<file path="config.mk">
export PLATFORM = sky130hd
export DESIGN_NAME = fsm_seq_ctrl
export DESIGN_NICKNAME = d
export VERILOG_FILES = /design/src/rtl/fsm_seq_ctrl.sv
export SDC_FILE = /design/constraint.sdc
export NUM_CORES = 1
export LEC_CHECK = 0
export ABC_CLOCK_PERIOD_IN_PS = 3400
export CAP_MARGIN = 40
export CORE_MARGIN = 2
export CORE_UTILIZATION = 54
export CTS_CLUSTER_DIAMETER = 40
export CTS_CLUSTER_SIZE = 14
export DETAILED_ROUTE_END_ITERATION = 12
export HOLD_SLACK_MARGIN = 0.05
export PLACE_DENSITY = 0.85
export SLEW_MARGIN = 40
export SYNTH_ARGS = -nofsm -noshare
export SYNTH_HDL_FRONTEND = slang
export SYNTH_SLANG_ARGS = --single-unit
</file>
<file path="constraint.sdc">
create_clock -name clk -period 3.4 [get_ports clk]
set_clock_uncertainty 0.15 [all_clocks]
set_input_delay 0.51 -clock clk [delete_from_list [all_inputs] [get_ports clk]]
set_output_delay 0.51 -clock clk [all_outputs]
set_load 0.02 [all_outputs]
</file>
<file path="src/rtl/fsm_seq_ctrl.sv">
`default_nettype none
// +--------------------------------------------------------------------------+
// | Module      : fsm_seq_ctrl                                               |
// | Description : Sequencer and lockstep checker for the 0->3->{2,5}->...    |
// |               sequence FSM. Holds the case, gate-level and ROM versions  |
// |               in reset, releases them together, drives a programmed bit  |
// |               pattern onto their shared input and compares each decoded  |
// |               state against an internal golden model on every cycle.     |
// | Revision    : 1.0 - initial release                                      |
// +--------------------------------------------------------------------------+
// The golden-model output is named expect_state because "expect" is a
// reserved SystemVerilog keyword and cannot be used as a plain port name.
module fsm_seq_ctrl #(
  parameter int PW    = 16,  // pattern width, maximum steps per run
  parameter int CNT_W = 5    // step counter width, 2**CNT_W > PW
) (
  input  logic             clk,
  input  logic             reset,        // asynchronous, active low
  input  logic             start,
  input  logic [PW-1:0]    pattern,
  input  logic [CNT_W-1:0] len,
  input  logic [2:0]       s_case,
  input  logic [2:0]       s_gate,
  input  logic [2:0]       s_mem,
  output logic             fsm_res,
  output logic             a,
  output logic             busy,
  output logic             done,
  output logic [2:0]       err,          // {mem, gate, case}
  output logic [CNT_W-1:0] fail_step,
  output logic [2:0]       expect_state,
  output logic [CNT_W-1:0] step
);

  localparam logic [CNT_W-1:0] c_PW_LEN = CNT_W'(PW);
  localparam logic [CNT_W-1:0] c_ONE    = CNT_W'(1);
  localparam logic [CNT_W-1:0] c_ZERO   = '0;

  typedef enum logic [1:0] {
    ST_IDLE  = 2'd0,
    ST_RUN   = 2'd1,
    ST_CHECK = 2'd2,
    ST_DONE  = 2'd3
  } state_t;

  state_t           r_state;
  state_t           w_next;

  logic [PW-1:0]    r_pat;        // remaining pattern bits, next bit to drive in [0]
  logic [CNT_W-1:0] r_len;
  logic [CNT_W-1:0] r_step;
  logic [2:0]       r_expect;
  logic [2:0]       r_err;
  logic [CNT_W-1:0] r_fail_step;
  logic             r_a;
  logic             r_fsm_res;
  logic             r_busy;
  logic             r_done;

  logic [CNT_W-1:0] w_len_clamped;
  logic             w_len_zero;
  logic             w_last;
  logic [2:0]       w_mism;
  logic [2:0]       w_err_next;
  logic [CNT_W-1:0] w_fail_next;
  logic [2:0]       w_golden_next;

  // Golden transition function of the sequence FSM; anything outside the
  // legal state set falls back to state 0.
  function automatic logic [2:0] f_golden_next(input logic [2:0] cur, input logic ain);
    logic [2:0] nxt;
    case (cur)
      3'd0:    nxt = 3'd3;
      3'd3:    nxt = ain ? 3'd5 : 3'd2;
      3'd5:    nxt = 3'd2;
      3'd2:    nxt = 3'd4;
      3'd4:    nxt = ain ? 3'd3 : 3'd0;
      default: nxt = 3'd0;
    endcase
    return nxt;
  endfunction

  // Length clamp, last-step detect, mismatch vector and golden advance.
  always_comb begin
    w_len_clamped = (len > c_PW_LEN) ? c_PW_LEN : len;
    w_len_zero    = (w_len_clamped == c_ZERO);
    w_last        = (r_step == (r_len - c_ONE));
    // Illegal encodings (1, 6, 7) can never equal the golden state, so they flag.
    w_mism        = {(s_mem != r_expect), (s_gate != r_expect), (s_case != r_expect)};
    w_err_next    = r_err | w_mism;
    // Only the first mismatch of a run records its step index.
    w_fail_next   = ((r_err == 3'b000) && (w_mism != 3'b000)) ? r_step : r_fail_step;
    w_golden_next = f_golden_next(r_expect, r_a);
  end

  // Controller state register.
  always_ff @(posedge clk or negedge reset) begin
    if (!reset) begin
      r_state <= ST_IDLE;
    end else begin
      r_state <= w_next;
    end
  end

  // Controller next-state logic; start is honoured only in IDLE.
  always_comb begin
    w_next = r_state;
    case (r_state)
      ST_IDLE: begin
        if (start) begin
          w_next = w_len_zero ? ST_CHECK : ST_RUN;
        end
      end
      ST_RUN: begin
        if (w_last) begin
          w_next = ST_CHECK;
        end
      end
      ST_CHECK: w_next = ST_DONE;
      ST_DONE:  w_next = ST_IDLE;
      default:  w_next = ST_IDLE;
    endcase
  end

  // Status outputs registered from the next state so they change on the edge.
  always_ff @(posedge clk or negedge reset) begin
    if (!reset) begin
      r_fsm_res <= 1'b0;
      r_busy    <= 1'b0;
      r_done    <= 1'b0;
    end else begin
      r_fsm_res <= (w_next == ST_RUN) || (w_next == ST_CHECK);
      r_busy    <= (w_next == ST_RUN) || (w_next == ST_CHECK);
      r_done    <= (w_next == ST_DONE);
    end
  end

  // Run datapath: pattern shifter, step counter, golden model and error capture.
  always_ff @(posedge clk or negedge reset) begin
    if (!reset) begin
      r_pat       <= '0;
      r_len       <= '0;
      r_step      <= '0;
      r_expect    <= 3'd0;
      r_err       <= 3'b000;
      r_fail_step <= '0;
      r_a         <= 1'b0;
    end else begin
      case (r_state)
        ST_IDLE: begin
          if (start) begin
            // Bit 0 goes straight out on a; the shifter keeps bits 1.. ready.
            r_pat       <= pattern >> 1;
            r_len       <= w_len_clamped;
            r_step      <= '0;
            r_expect    <= 3'd0;
            r_err       <= 3'b000;
            r_fail_step <= '0;
            r_a         <= w_len_zero ? 1'b0 : pattern[0];
          end
        end
        ST_RUN: begin
          r_err       <= w_err_next;
          r_fail_step <= w_fail_next;
          r_expect    <= w_golden_next;
          // Step runs on to L so the final CHECK compare reports step L.
          r_step      <= r_step + c_ONE;
          if (w_last) begin
            r_a <= 1'b0;
          end else begin
            r_a   <= r_pat[0];
            r_pat <= r_pat >> 1;
          end
        end
        ST_CHECK: begin
          // Final-state compare only; the golden model holds.
          r_err       <= w_err_next;
          r_fail_step <= w_fail_next;
        end
        default: begin
        end
      endcase
    end
  end

  assign fsm_res      = r_fsm_res;
  assign a            = r_a;
  assign busy         = r_busy;
  assign done         = r_done;
  assign err          = r_err;
  assign fail_step    = r_fail_step;
  assign expect_state = r_expect;
  assign step         = r_step;

endmodule
`default_nettype wire

</file>
# Yosys cells after proc, flatten, opt, wreduce, memory -nomap -nowiden
# Cells that the tools add are included.
dict set report word_totals {
  output_inout_bits 20
  in_bits 33
  regBits 42
  elab_cells 68
}
dict set report classes {
  eq_ne 17
  n_reduce_logical 15
  bitwise 1
  n_lt_le_gt_ge 1
  add_sub_neg 2
  n_mux 22
}
# operator count
set op_table {}
lappend op_table {{$mux W16} 2}
lappend op_table {{$pmux W16 S2} 1}
lappend op_table {{$pmux W5 S2} 2}
lappend op_table {{$mux W5} 3}
lappend op_table {{$pmux W3 S5} 1}
lappend op_table {{$pmux W3 S2} 2}
lappend op_table {{$ne A3 B3 Y1} 3}
lappend op_table {{$eq A2 B2 Y1 const B} 4}
lappend op_table {{$mux W2} 4}
lappend op_table {{$pmux W2 S4} 1}
lappend op_table {{$eq A3 B2 Y1 const B} 2}
lappend op_table {{$eq A3 B3 Y1 const B} 2}
lappend op_table {{$logic_not A3 Y1} 2}
lappend op_table {{$mux W3} 2}
lappend op_table {{$reduce_and A2 Y1} 3}
lappend op_table {{$reduce_and A3 Y1} 2}
lappend op_table {{$add A5 B1 Y5 const B} 1}
lappend op_table {{$eq A5 B5 Y1} 1}
lappend op_table {{$gt A5 B5 Y1 const B} 1}
lappend op_table {{$logic_not A5 Y1} 1}
lappend op_table {{$sub A5 B1 Y5 const B} 1}
lappend op_table {{$eq A2 B1 Y1 const B} 2}
lappend op_table {{$ne A2 B2 Y1 const B} 2}
lappend op_table {{$reduce_bool A2 Y1} 2}
lappend op_table {{9 further kinds} 11}

# Logic depth before layout (Yosys ltp)
dict set report logic_depth {
  depth_word 8
  mapped_depth 8
  depth_no_buf 7
}

# Worst setup path before layout
# Ideal clock, no wire load.
dict set report synth_timing {
  kind {reg-to-reg}
  from {register r_len[0]}
  to {register r_pat[0]}
  setup_ns 0.127
  path_buffers 1
  stages_incl_launch_ff 9
  arrival_ns 1.942
  required_time_ns 3.123
  path_slack_ns 1.180
  period_less_slack_ns 2.220
  cell_sequence {dfrtp_1 -> inv_1 -> ha_1 -> xnor2_1 -> a211oi_2 -> o211ai_2 -> o21ai_4 -> buf_6 -> mux2_1}
}
dict set report synth_between {
  elab_chain_len 4
}
# item line
set synth_lines {}
lappend synth_lines {{start, declared} 50} ;# logic [CNT_W-1:0] r_len;
lappend synth_lines {{start signal, assigned} 154} ;# r_len <= w_len_clamped;
lappend synth_lines {{$sub A5 B1 Y5} 87} ;# w_last = (r_step == (r_len - c_ONE));
lappend synth_lines {{$eq A5 B5 Y1} 87}
lappend synth_lines {{$ne A2 B2 Y1 (no line)} --}
lappend synth_lines {{$reduce_and A3 Y1 (no line)} --}
lappend synth_lines {{end signal, assigned} 153} ;# r_pat <= pattern >> 1;
lappend synth_lines {{end signal, assigned} 172} ;# r_pat <= r_pat >> 1;
lappend synth_lines {{end, declared} 49} ;# logic [PW-1:0] r_pat;
# No other way between the ends.
# A chain may end at the register's enable or synchronous reset.

# Worst setup path in the final report
dict set report layout_timing {
  from {register r_state[1]}
  to {register r_pat[1]}
}
dict set report layout_between {
  elab_chain_len 3
  word_cells_on_any_way 7
  cone_classes {eq/ne (3); mux (1); reduce/logical (3)}
}
# item line
set layout_lines {}
lappend layout_lines {{start, declared} 46} ;# state_t r_state;
lappend layout_lines {{start signal, assigned} 101} ;# r_state <= w_next;
lappend layout_lines {{$eq A2 B1 Y1 / $logic_not A2 Y1 (equally long branches)} 149} ;# case (r_state)
lappend layout_lines {{$ne A2 B2 Y1 (no line) / $reduce_bool A2 Y1 (equally long branches)} --}
lappend layout_lines {{$reduce_and A3 Y1 (no line)} --}
# Parallel ways exist; a longest one is shown, timed or not.

==> flow_summary.json <==
{
  "place.gp.congestion": 0.9127,
  "synth_area_leaders": "dfrtp_1, mux2_2, nand2_1",
  "hp-class": "input pin to asynchronous set/reset pin",
  "drc": 0,
  "fp.dieArea_mm2": 0.004994,
  "synth_area_mm2": 0.002400,
  "slew_headroom": 0.5314,
  "synth_top_area_cell": "dfrtp_1",
  "synth_top_area_frac": 0.4275,
  "wl_mm": 5.117,
  "worst-setup-path-type": "flop to flop",
  "status": "finished, final reports clean",
  "fmax_mhz": 393.0,
  "ctsResizeCount": 0,
  "drive_above_1_share": 0.1404,
  "place_inst": 330,
  "clkLatencyLatePin_ns": 0.30,
  "r2r_start": "r_state[1]",
  "seq_area_frac_synth": 0.4275,
  "hold_violations": 0,
  "wire_per_inst_um": 15.18,
  "synth_xor_area_frac": 0.05474,
  "synth_edf_count": 0,
  "cts_buffer_depth": 2,
  "dp_hpwl_mm": 3.790,
  "cp_common_cell": "inv_1",
  "min_period_over_period": 0.7485,
  "die_w_um": 70.67,
  "critPathMaxStageDelay_ns": 0.43,
  "holdWs_ns": 0.03376,
  "p_leak_nw": 1.250,
  "start_util": 0.5550,
  "slew_violations": 0,
  "pwr_density_cell_mw_per_mm2": 869.2,
  "setup_viol": 0,
  "synth_commonest_cells": "dfrtp_1, nand2_1, mux2_2",
  "clk_pin_slew_ns": 0.08,
  "synthAdderAreaFrac": 0.02607,
  "power_mw": 2.635,
  "cts_setup_buffers": 0,
  "area_delta_synth_final_pct": 26.33,
  "coreArea_mm2": 0.004324,
  "finalSetupTns_ns": 0,
  "yosys.area_share.simple": 0.1548,
  "yosysWarnings": 0,
  "cts_tree": "done",
  "fin_util": 0.7011,
  "cts_sinks": 41,
  "crit_slowest_cell": "dfrtp_1",
  "cts_max_level": 2,
  "synth_area_per_cell_um2": 10.21,
  "numCtsBuffers": 5,
  "peakVddDrop_v": 0.0005196,
  "startpoint_type": "flop",
  "netlist_instances": 235,
  "synth.net_count": 273,
  "rsz0062_at_grt": "false",
  "crit_fanout": 24,
  "ys_ff_latch": 41,
  "die_h_um": 70.67,
  "async_flop_share": 1.000,
  "yosysMostFrequentCell": "dfrtp_1",
  "ys.flop_type": "dfrtp_1",
  "tightest_slew_ns": 0.6986,
  "yosysUniqueCellTypes": 50,
  "worstPathCellList": "inv_1, ha_1, buf_4, inv_1, o21ai_1, o21ai_4, mux2_1",
  "dr.pass1.iters": 5,
  "finalNonFillerCells": 337,
  "required_ns": 3.43,
  "grt_usage": 0.2226,
  "clockRootBuffer": "clkbuf_8",
  "grt_pass1_vias": 1996,
  "synth_top_family_by_area": "simple AND/OR/NAND/NOR gates",
  "port_buffers": 52,
  "io_pins": 53,
  "vias": 1929,
  "grt.overflow.total": 0,
  "synth_compound_gate_area_share": 0.1543,
  "hold_buffers": 0,
  "ant_nets": 0,
  "ff2ff_path_depth": 7,
  "r2r_slack_ns": 0.86,
  "nNetsFinal": 323,
  "cap_violations": 0,
  "end_kind": "flop",
  "synthMuxAreaShare": 0.1449,
  "rows": 24,
  "grt_pass1_wl_mm": 9.011,
  "grt_start_max_net_pins": 42,
  "r2r-end": "r_pat[1]",
  "antenna_found_initial": 0,
  "antennaDiodeCount": 0,
  "arrival_ns": 2.57,
  "viasPerCell": 5.724,
  "first_iter_violations": 167,
  "min_period_ns": 2.545
}
cells in the final DEF, fill, tap and decap left out, drive strengths merged, types with 6 or more instances in the layout:
master,Yosys,final
xor2,9,9
a21oi,10,10
clkbuf,7,7
mux2,30,30
inv,8,8
nor2,12,12
o21ai,15,15
nand2,28,28
dfrtp,41,41
nand3,8,8
xnor2,6,6
clkdlybuf4s50,0,51
worst max-delay path by stage:
stage | startpoint | endpoint | slack (ns) | cells after the start
floorplan | r_len[0] | r_pat[0] | 1.18 | 8
global placement | len[1] | busy | 0.85 | 6
detailed placement | len[1] | busy | 0.75 | 6
CTS | r_state[1] | r_pat[1] | 0.85 | 7
global route | r_state[1] | r_pat[8] | 0.67 | 7
finish | r_state[1] | r_pat[1] | 0.86 | 7
layer usage:
metal	vias up	wire length, um	track usage
li1	934	-	-
met3	11	258	0.04416
met4	0	88	0.07757
met1	929	2148	0.2663
met5	-	0	0
met2	55	2620	0.4004
state kept, by name (all words and copies together) (netlist names):
register	cells
r_pat	15
step	5
fail_step	5
done	1
a	1
busy	1
r_state	2
err	3
expect_state	3
r_len	5
final cells by class:
class | instances | area (um^2)
flip-flops and latches | 41 | 1026
inverters | 8 | 30.03
well taps | 52 | 65.06
clock buffers | 7 | 86.33
fillers | 326 | 1292
repair buffers | 55 | 540.5
multi-input cells | 174 | 1284
report_power, final:
group | leakage [nW] | internal [mW] | switching, mW
sequential | 0.503 | 0.695 | 0.185
clock | 0.0443 | 0.161 | 0.162
combinational | 0.702 | 0.705 | 0.726
stage by stage:
step	area, um^2	setup slack (ns)
after floorplan	2400	1.180
after global placement	2943	0.8458
after detailed placement	2945	0.7473
after CTS	3032	0.8534
after global routing	3032	0.6677
final	3032	0.8552
worst max-delay path: cells and delay by family (launching register included):
kind | cells | cell delay, ns
flops | 1 | 0.43
fa+ha+maj | 1 | 0.19
compound gates | 2 | 0.65
mux | 1 | 0.37
buf+inv | 3 | 0.63
cells by family (layout without fill, tap and decap cells):
logic type,Yosys count,after routing
compound gates,49,49
flops,41,41
xor+xnor,15,15
fa+ha+maj,5,5
simple gates,74,74
mux,31,31
buf+inv,20,70
Power figures use the tool's default switching activity.
